--- src/rtl/lcd_bus_driver.sv ---
// lcd_bus_driver
//   Write-only HD44780 bus driver. After reset it waits T_PWRUP cycles and then
//   sends the six-byte init sequence (0x38 x3, 0x0C, 0x01, 0x06). After that it
//   accepts one command/data byte at a time from the controller stage and
//   produces the setup / enable-pulse / hold / execution-wait timing on the pins.
//
// Ports
//   clk        system clock, rising edge
//   rst_n      asynchronous active-low reset
//   req        write request (accepted only when ready=1)
//   rs_in      0 = command, 1 = character data
//   data_in    byte to write
//   ready      driver idle and able to accept a write
//   init_done  power-on init sequence has completed (sticky until reset)
//   lcd_rs, lcd_rw, lcd_en, lcd_data   HD44780 pins (lcd_rw tied low)
module lcd_bus_driver #(
  parameter int unsigned T_PWRUP     = 750000,
  parameter int unsigned T_SETUP     = 2,
  parameter int unsigned T_EN        = 25,
  parameter int unsigned T_HOLD      = 2,
  parameter int unsigned T_EXEC      = 2000,
  parameter int unsigned T_EXEC_LONG = 82000
) (
  input  logic       clk,
  input  logic       rst_n,
  input  logic       req,
  input  logic       rs_in,
  input  logic [7:0] data_in,
  output logic       ready,
  output logic       init_done,
  output logic       lcd_rs,
  output logic       lcd_rw,
  output logic       lcd_en,
  output logic [7:0] lcd_data
);

  function automatic int unsigned max2(input int unsigned a, input int unsigned b);
    return (a > b) ? a : b;
  endfunction

  // One shared down-counter, wide enough for the longest interval.
  localparam int unsigned CNT_MAX = max2(max2(max2(T_PWRUP, T_EXEC_LONG), max2(T_EXEC, T_EN)),
                                         max2(T_SETUP, T_HOLD));
  localparam int CNT_W = $clog2(CNT_MAX + 1);

  typedef logic [CNT_W-1:0] cnt_t;

  localparam cnt_t LD_PWRUP = cnt_t'(T_PWRUP);
  localparam cnt_t LD_SETUP = cnt_t'(T_SETUP - 1);
  localparam cnt_t LD_EN    = cnt_t'(T_EN - 1);
  localparam cnt_t LD_HOLD  = cnt_t'(T_HOLD - 1);
  localparam cnt_t LD_EXEC  = cnt_t'(T_EXEC - 1);
  localparam cnt_t LD_LONG  = cnt_t'(T_EXEC_LONG - 1);

  typedef enum logic [2:0] {
    S_PWRUP, S_LOAD, S_SETUP, S_PULSE, S_HOLD, S_EXEC, S_IDLE
  } state_t;

  function automatic logic [7:0] init_rom(input logic [2:0] idx);
    case (idx)
      3'd0, 3'd1, 3'd2: return 8'h38;  // function set: 8-bit, 2 lines, 5x8
      3'd3:             return 8'h0C;  // display on, cursor off
      3'd4:             return 8'h01;  // clear display
      default:          return 8'h06;  // entry mode: increment, no shift
    endcase
  endfunction

  state_t     state_q;
  cnt_t       cnt_q;
  logic [2:0] idx_q;
  logic       ready_q;
  logic       init_done_q;
  logic       lcd_rs_q;
  logic       lcd_en_q;
  logic [7:0] lcd_data_q;
  logic       long_exec;

  // Clear display / return home need the long execution wait; decided from the
  // byte actually on the bus so init steps and user writes share the rule.
  assign long_exec = !lcd_rs_q && (lcd_data_q inside {8'h01, 8'h02, 8'h03});

  always_ff @(posedge clk or negedge rst_n) begin
    if (!rst_n) begin
      state_q     <= S_PWRUP;
      cnt_q       <= LD_PWRUP;
      idx_q       <= 3'd0;
      ready_q     <= 1'b0;
      init_done_q <= 1'b0;
      lcd_rs_q    <= 1'b0;
      lcd_en_q    <= 1'b0;
      lcd_data_q  <= 8'h00;
    end else begin
      case (state_q)
        S_PWRUP: begin
          if (cnt_q <= cnt_t'(1)) state_q <= S_LOAD;
          else                    cnt_q   <= cnt_q - cnt_t'(1);
        end
        // Init steps enter here; this edge plays the role of the acceptance edge.
        S_LOAD: begin
          lcd_rs_q   <= 1'b0;
          lcd_data_q <= init_rom(idx_q);
          cnt_q      <= LD_SETUP;
          state_q    <= S_SETUP;
        end
        S_SETUP: begin
          if (cnt_q == '0) begin
            lcd_en_q <= 1'b1;
            cnt_q    <= LD_EN;
            state_q  <= S_PULSE;
          end else begin
            cnt_q <= cnt_q - cnt_t'(1);
          end
        end
        S_PULSE: begin
          if (cnt_q == '0) begin
            lcd_en_q <= 1'b0;
            cnt_q    <= LD_HOLD;
            state_q  <= S_HOLD;
          end else begin
            cnt_q <= cnt_q - cnt_t'(1);
          end
        end
        S_HOLD: begin
          if (cnt_q == '0) begin
            cnt_q   <= long_exec ? LD_LONG : LD_EXEC;
            state_q <= S_EXEC;
          end else begin
            cnt_q <= cnt_q - cnt_t'(1);
          end
        end
        S_EXEC: begin
          if (cnt_q == '0) begin
            if (init_done_q || idx_q == 3'd5) begin
              init_done_q <= 1'b1;
              ready_q     <= 1'b1;
              state_q     <= S_IDLE;
            end else begin
              idx_q   <= idx_q + 3'd1;
              state_q <= S_LOAD;
            end
          end else begin
            cnt_q <= cnt_q - cnt_t'(1);
          end
        end
        S_IDLE: begin
          if (req) begin
            lcd_rs_q   <= rs_in;
            lcd_data_q <= data_in;
            ready_q    <= 1'b0;
            cnt_q      <= LD_SETUP;
            state_q    <= S_SETUP;
          end
        end
        default: begin
          ready_q  <= 1'b0;
          lcd_en_q <= 1'b0;
          state_q  <= S_PWRUP;
        end
      endcase
    end
  end

  assign ready     = ready_q;
  assign init_done = init_done_q;
  assign lcd_rs    = lcd_rs_q;
  assign lcd_rw    = 1'b0;
  assign lcd_en    = lcd_en_q;
  assign lcd_data  = lcd_data_q;

endmodule

--- config.mk ---
export PLATFORM = sky130hd
export DESIGN_NAME = lcd_bus_driver
export DESIGN_NICKNAME = d
export VERILOG_FILES = /design/src/rtl/lcd_bus_driver.sv
export SDC_FILE = /design/constraint.sdc
export NUM_CORES = 1
export LEC_CHECK = 0
export CELL_PAD_IN_SITES_DETAIL_PLACEMENT = 1
export CELL_PAD_IN_SITES_GLOBAL_PLACEMENT = 1
export CORE_MARGIN = 5
export CORE_UTILIZATION = 46
export CTS_CLUSTER_DIAMETER = 30
export DETAILED_ROUTE_END_ITERATION = 16
export GPL_ROUTABILITY_DRIVEN = 0
export HOLD_SLACK_MARGIN = 0.02
export MAX_ROUTING_LAYER = met4
export PLACE_DENSITY = 0.9
export SYNTH_ARGS = -nofsm -noshare
export SYNTH_HDL_FRONTEND = slang
export SYNTH_SLANG_ARGS = --single-unit
--- constraint.sdc ---
create_clock -name clk -period 3.85 [get_ports clk]
set_input_delay 0.385 -clock clk [delete_from_list [all_inputs] [get_ports clk]]
set_output_delay 0.385 -clock clk [all_outputs]
set_load 0.05 [all_outputs]
==> results.md, run 1 <==
- Post-synth EDFFs: 0
- Setup TNS: 0 ns
- Area contributors post-synth: dfrtp_1 (29%), dfstp_2 (11%), o21ai_0 (5.7%), a21oi_1 (5.3%), nor2_1 (4.3%)
- Violation count after the first detailed-route iteration: between 100 and 150
- Total CTS buffers: 5
- CTS Buffer Depth: 2
- Vias: 2282
- H-tree depth: 2
- Hpwl dp: slightly above 5000 um
- Chip height: 82.9 um
- Drt pass-1 iters: 4
- F_max: 0.327 GHz
- # IOs: 25
- Delay-heaviest family, CP: simple AND/OR/NAND/NOR gates
- Drt via density: 6.12
- Fin worst setup slack: between 0.7 and 0.8 ns
- Critical Path, Cell by Cell: or4_1 > nor4_2 > o2111ai_1 > o22ai_2 > buf_4 > nor4_1 > a211o_1
- Syn Nets: 304
- Largest net degree at the start of global routing: 39
- CTS tree: built
- Post-synthesis cell count: about 280
- Min-Delay Path Class: input pin to asynchronous set/reset pin
- Final #Nets: between 300 and 400
- Post-CTS setup buffer count: 0
- Slowest CP cell: or4_1
- Critical path launch point type: flip-flop
- Layout cells sized above 1: 0.0990
- Placement Rows: 26
- Final Max Slew Viols: 0
- Max Cap Violations: 0
- Routed WL per cell: between 15 and 20 um
- DR DRC count: 0
- Outcome: complete, no violations
- Max IR drop VDD: around 0.00013 V
- Resized Gates After CTS: 0
- Cell Pwr Density: between 200 and 300 nW/um^2
- CP Data Required Time: 4.08 ns
- CP Capture Type: flip-flop
- Core Footprint: between 5000 and 6000 sq um
- Mapped cell area: about 2400 sq um
- Layout Cells excl Fill: 373
- Warnings from Yosys: 0
- Starting Density: 0.475
- Ys flop type: dfrtp_1
- Placed cells: 365
- N_diodes: 0
- CP max stage delay: 0.67 ns
- Area of the die: approximately 6900 sq um
- Worst path bufs/invs: 1
- Die Width: 82.9 um
- Final period util: 0.795
- All-Layer GR Usage: 0.207
- Post-synth top area cell: dfrtp_1
- CTS root buf: clkbuf_8
- TritonCTS Sinks: 38
- Place WS: 0.832 ns
- Static Leakage: around 0.0011 uW
- Worst Tran Pin Value: about 0.87 ns
- Final global-route overflow total: 0
- Largest fanout on the critical path: 10
- Setup violators final: 0
- Initial antenna violation count: 0
- RSZ-0062 raised after global routing: no
- #FFs+latches synth: 38
- Hold Buf Count CTS: 0
- Kind of critical path: flip-flop to flip-flop
- Total wire length: about 7000 um
- Port bufs: 23
- Worst skew pair latency: approximately 0.30 ns
- Rel. slew slack: 0.420
- Mapped Avg Cell Area: 8.60 sq um
- Most frequent cells in the layout: nor2_1 (28), o21ai_0 (28), dfrtp_1 (28), a21oi_1 (26), clkdlybuf4s50_1 (22)
- Tot Pwr: about 760 uW
- Layout Area Growth over Synthesis: 14.6%
- Post-synth cell types: 60
- Crit path time final: slightly above 3 ns
- Synth top area share: 0.287
- Fin Clk Skew: around 0.0066 ns
- ANT nets after route: 0
- First-pass GRT wire length: 11500 um
- Register area share after synthesis: 0.394
- Final count of hold timing violations: 0
- Worst EP arrival: between 3 and 4 ns
- Vias in the first global route: ~2.3k
- Ys async rst share: 1.00
- Clk pin slew, worst setup/hold paths: roughly 0.080 ns
[through the flow]
step | hold WS (ns) | util | instance area (sq um)
after floorplan | 0.0894 | - | 2440
after detailed placement | 0.485 | 0.523 | 2690
after CTS | 0.225 | 0.545 | 2800
after global routing | 0.273 | 0.545 | 2800
after global placement | 0.481 | 0.523 | 2690
final | 0.202 | 0.545 | 2800
[flip-flops by register name (all words and copies together), names as in the netlist]
signal     cells
cnt_q         20
idx_q          3
init_done      1
lcd_data       8
lcd_en         1
lcd_rs         1
ready          1
state_q        3
[logic make-up (layout without fill, tap and decap cells)]
group	after synthesis	in the layout	synth area share
flops	38	38	0.394
xor+xnor	1	1	0.00359
buf+inv	24	43	0.0466
fa+ha+maj	8	8	0.0410
mux	1	1	0.00410
other cells	1	1	0.00154
simple gates	114	114	0.249
compound gates	97	97	0.260
[area by class of cell]
cell class	count	area, sq um
Fill cell	636	2340
Clock inverter	3	40.0
Multi-Input combinational cell	222	1370
Tap cell	70	87.6
Inverter	11	41.3
Sequential cell	38	963
Timing Repair Buffer	24	233
Clock buffer	5	68.8
[path summary, 6_finish.rpt]
check	endpoint	slack, ns	from	cells after the start
max	cnt_q[4]	0.79	cnt_q[9]	7
min	cnt_q[18]	0.20	rst_n	1
max reg2reg	cnt_q[4]	0.79	cnt_q[9]	7
min reg2reg	cnt_q[15]	0.50	cnt_q[15]	1
max in group asynchronous	lcd_data[1]	3.11	rst_n	1
min in group clk	cnt_q[15]	0.50	cnt_q[15]	1
[cell usage after synthesis, types with 2 or more instances]
master and count:
nor4b_1 2, nand4_1 2, a21o_1 4, dfstp_2 10, or3_1 10, o2bb2ai_1 2
nor4_1 6, o31ai_1 4, clkbuf_1 7, ha_1 8, o211ai_1 3, inv_1 11
nor2_1 28, buf_4 2, nand2_1 18, nand2b_1 6, or4_1 3, a21oi_1 26
a22o_1 7, dfrtp_1 28, nor2b_1 3, a22oi_1 2, o22ai_1 3, nor3_1 16
and2_1 2, nor3b_1 2, o21ai_0 28, buf_6 2, nand3_1 8
[per-layer routing]
| metal | vias to the layer above | global-route usage | wire, um |
|---|---|---|---|
| li1 | 1090 | - | - |
| met1 | 1151 | 0.260 | 3270 |
| met2 | 35 | 0.343 | 3440 |
| met3 | 6 | 0.0386 | 211 |
| met4 | 0 | 0.0520 | 61 |
| met5 | - | - | 0 |
[report_power, final]
part	switching, uW	leakage [uW]	total [uW]	internal, uW
logic	13.0	0.000590	22.9	9.97
clock network	150	0.0000579	341	191
registers	0	0.000459	399	399
total	163	0.00111	763	600
(Power assumes the default switching activity.)
==> run 2: changes to the inputs <==
CORE_UTILIZATION = 43   (was 46)
PLACE_DENSITY = 0.86   (was 0.9)
clock period = 3 ns   (was 3.85 ns; I/O delays follow)
==> results.md, run 2 (synthesized netlist as in run 1, its figures left out) <==
- Setup TNS: 0 ns
- Hpwl dp: 5120 um
- Total CTS buffers: 5
- Worst Tran Pin Value: a little under 0.9 ns
- First-pass GRT wire length: between 10000 and 15000 um
- Violation count after the first detailed-route iteration: between 150 and 200
- Final period util: 0.931
- DR DRC count: 0
- Worst EP arrival: ~3.0 ns
- TritonCTS Sinks: 38
- Top reg by flops: cnt_q
- CP Capture Type: flip-flop
- Drt pass-1 iters: 4
- Max IR drop VDD: about 0.00018 V
- Largest net degree at the start of global routing: 39
- Starting Density: 0.444
- Kind of critical path: flip-flop to flip-flop
- Final Max Slew Viols: 0
- Total wire length: 7000 um
- Vias in the first global route: ~2.4k
- Min-Delay Path Class: input pin to asynchronous set/reset pin
- Clk pin slew, worst setup/hold paths: about 0.08 ns
- Initial antenna violation count: 0
- Layout Cells excl Fill: ~380
- Sequential Area: about 960 sq um
- Drt via density: about 6.1
- RSZ-0062 raised after global routing: no
- CTS tree: built
- CTS root buf: clkbuf_8
- Port bufs: 23
- Most frequent cells in the layout: nor2_1 (28), o21ai_0 (28), dfrtp_1 (28), a21oi_1 (26), clkdlybuf4s50_1 (22)
- # IOs: 25
- Final #Nets: roughly 330
- Outcome: complete, no violations
- ANT nets after route: 0
- Layout cells sized above 1: 0.119
- Filler cells: 670
- CP Data Required Time: approximately 3.2 ns
- F_max: 0.358 GHz
- Core Footprint: about 5500 sq um
- Fin Clk Skew: 0.00925 ns
- CTS Buffer Depth: 2
- Placed cells: approximately 370
- Largest fanout on the critical path: 9
- Hold Buf Count CTS: 0
- Static Leakage: 0.00113 uW
- Final global-route overflow total: 0
- Setup violators final: 0
- Rel. slew slack: 0.422
- Chip height: roughly 85 um
- Max reg flops: 20
- Final count of hold timing violations: 0
- Vias: 2332
- Die Width: ~85 um
- Cell Pwr Density: about 320 nW/um^2
- Routed WL per cell: 18.3 um
- All-Layer GR Usage: 0.212
- Crit path time final: ~2.8 ns
- Critical path launch point type: flip-flop
- H-tree depth: 2
- N_diodes: 0
- Placement Rows: 27
- Area of the die: ~7300 sq um
- Max Cap Violations: 0
- Worst skew pair latency: just under 0.3 ns
- Layout Area Growth over Synthesis: 16.2%
- Multi-input gate area: roughly 1400 sq um
## run 2: cell types whose count changed in the layout (fill, tap and decap cells not counted), sizes merged
cell / before / now
buf: 2 / 9
bufinv: 1 / 0
clkbuf: 5 / 7
clkinv: 2 / 1
## run 2: layout make-up
cell class                 instances  share of cell area
timing repair buffer              31               0.101
inverter                          11              0.0146
multi-input combinational        222               0.481
clock inverter                     1             0.00176
sequential                        38               0.340
clock buffer                       7              0.0304
tap                               72              0.0317
## run 2: metrics by stage
stage          utilization  worst slack, ns  cell area, sq um  hold slack, ns  total power (uW)
4_1_cts              0.515            0.142              2840           0.158               921
3_5_place_dp         0.499            0.161              2750           0.473               553
6_report             0.515            0.207              2840           0.123               912
5_1_grt              0.515           0.0358              2840           0.200               951
3_3_place_gp         0.499            0.243              2750           0.467               552
2_1_floorplan            -            0.369              2440         0.00441               528
## run 2: metal layers
metal	GRT usage	vias up	share of wire
met2	0.338	49	0.48
li1	-	1107	-
met5	-	-	0
met4	0.0446	0	0.013
met1	0.286	1164	0.47
met3	0.0330	12	0.036
## run 2: final timing paths
path / slack [ns] / start / cells after the start / end
setup / recovery: 0.21 / cnt_q[9] / 6 / cnt_q[5]
hold / removal: 0.12 / rst_n / 1 / cnt_q[18]
setup reg to reg: 0.21 / cnt_q[9] / 6 / cnt_q[5]
hold reg to reg: 0.49 / cnt_q[15] / 1 / cnt_q[15]
max in group asynchronous: 2.34 / rst_n / 1 / cnt_q[9]
min in group clk: 0.49 / cnt_q[15] / 1 / cnt_q[15]
## run 2: critical path, cell delays in order (launching register included)
cell and delay, ns:
dfrtp_1 0.42, or4_1 0.54, or4_4 0.56, o31a_1 0.34, o22ai_2 0.38, nor2_1 0.20, a32o_1 0.29
## run 2: timing repair
| action | 4_1_cts | 5_1_grt |
|---|---|---|
| setup buffers | 0 | 0 |
| endpoints found under the setup margin | 0 | 6 |
| resized for setup | 0 | 1 |
## run 2: where the power goes
| group | total (uW) | internal (uW) | switching, uW |
|---|---|---|---|
| registers | 513 | 513 | 0 |
| logic | 29.3 | 12.8 | 16.5 |
| clock network | 370 | 186 | 184 |
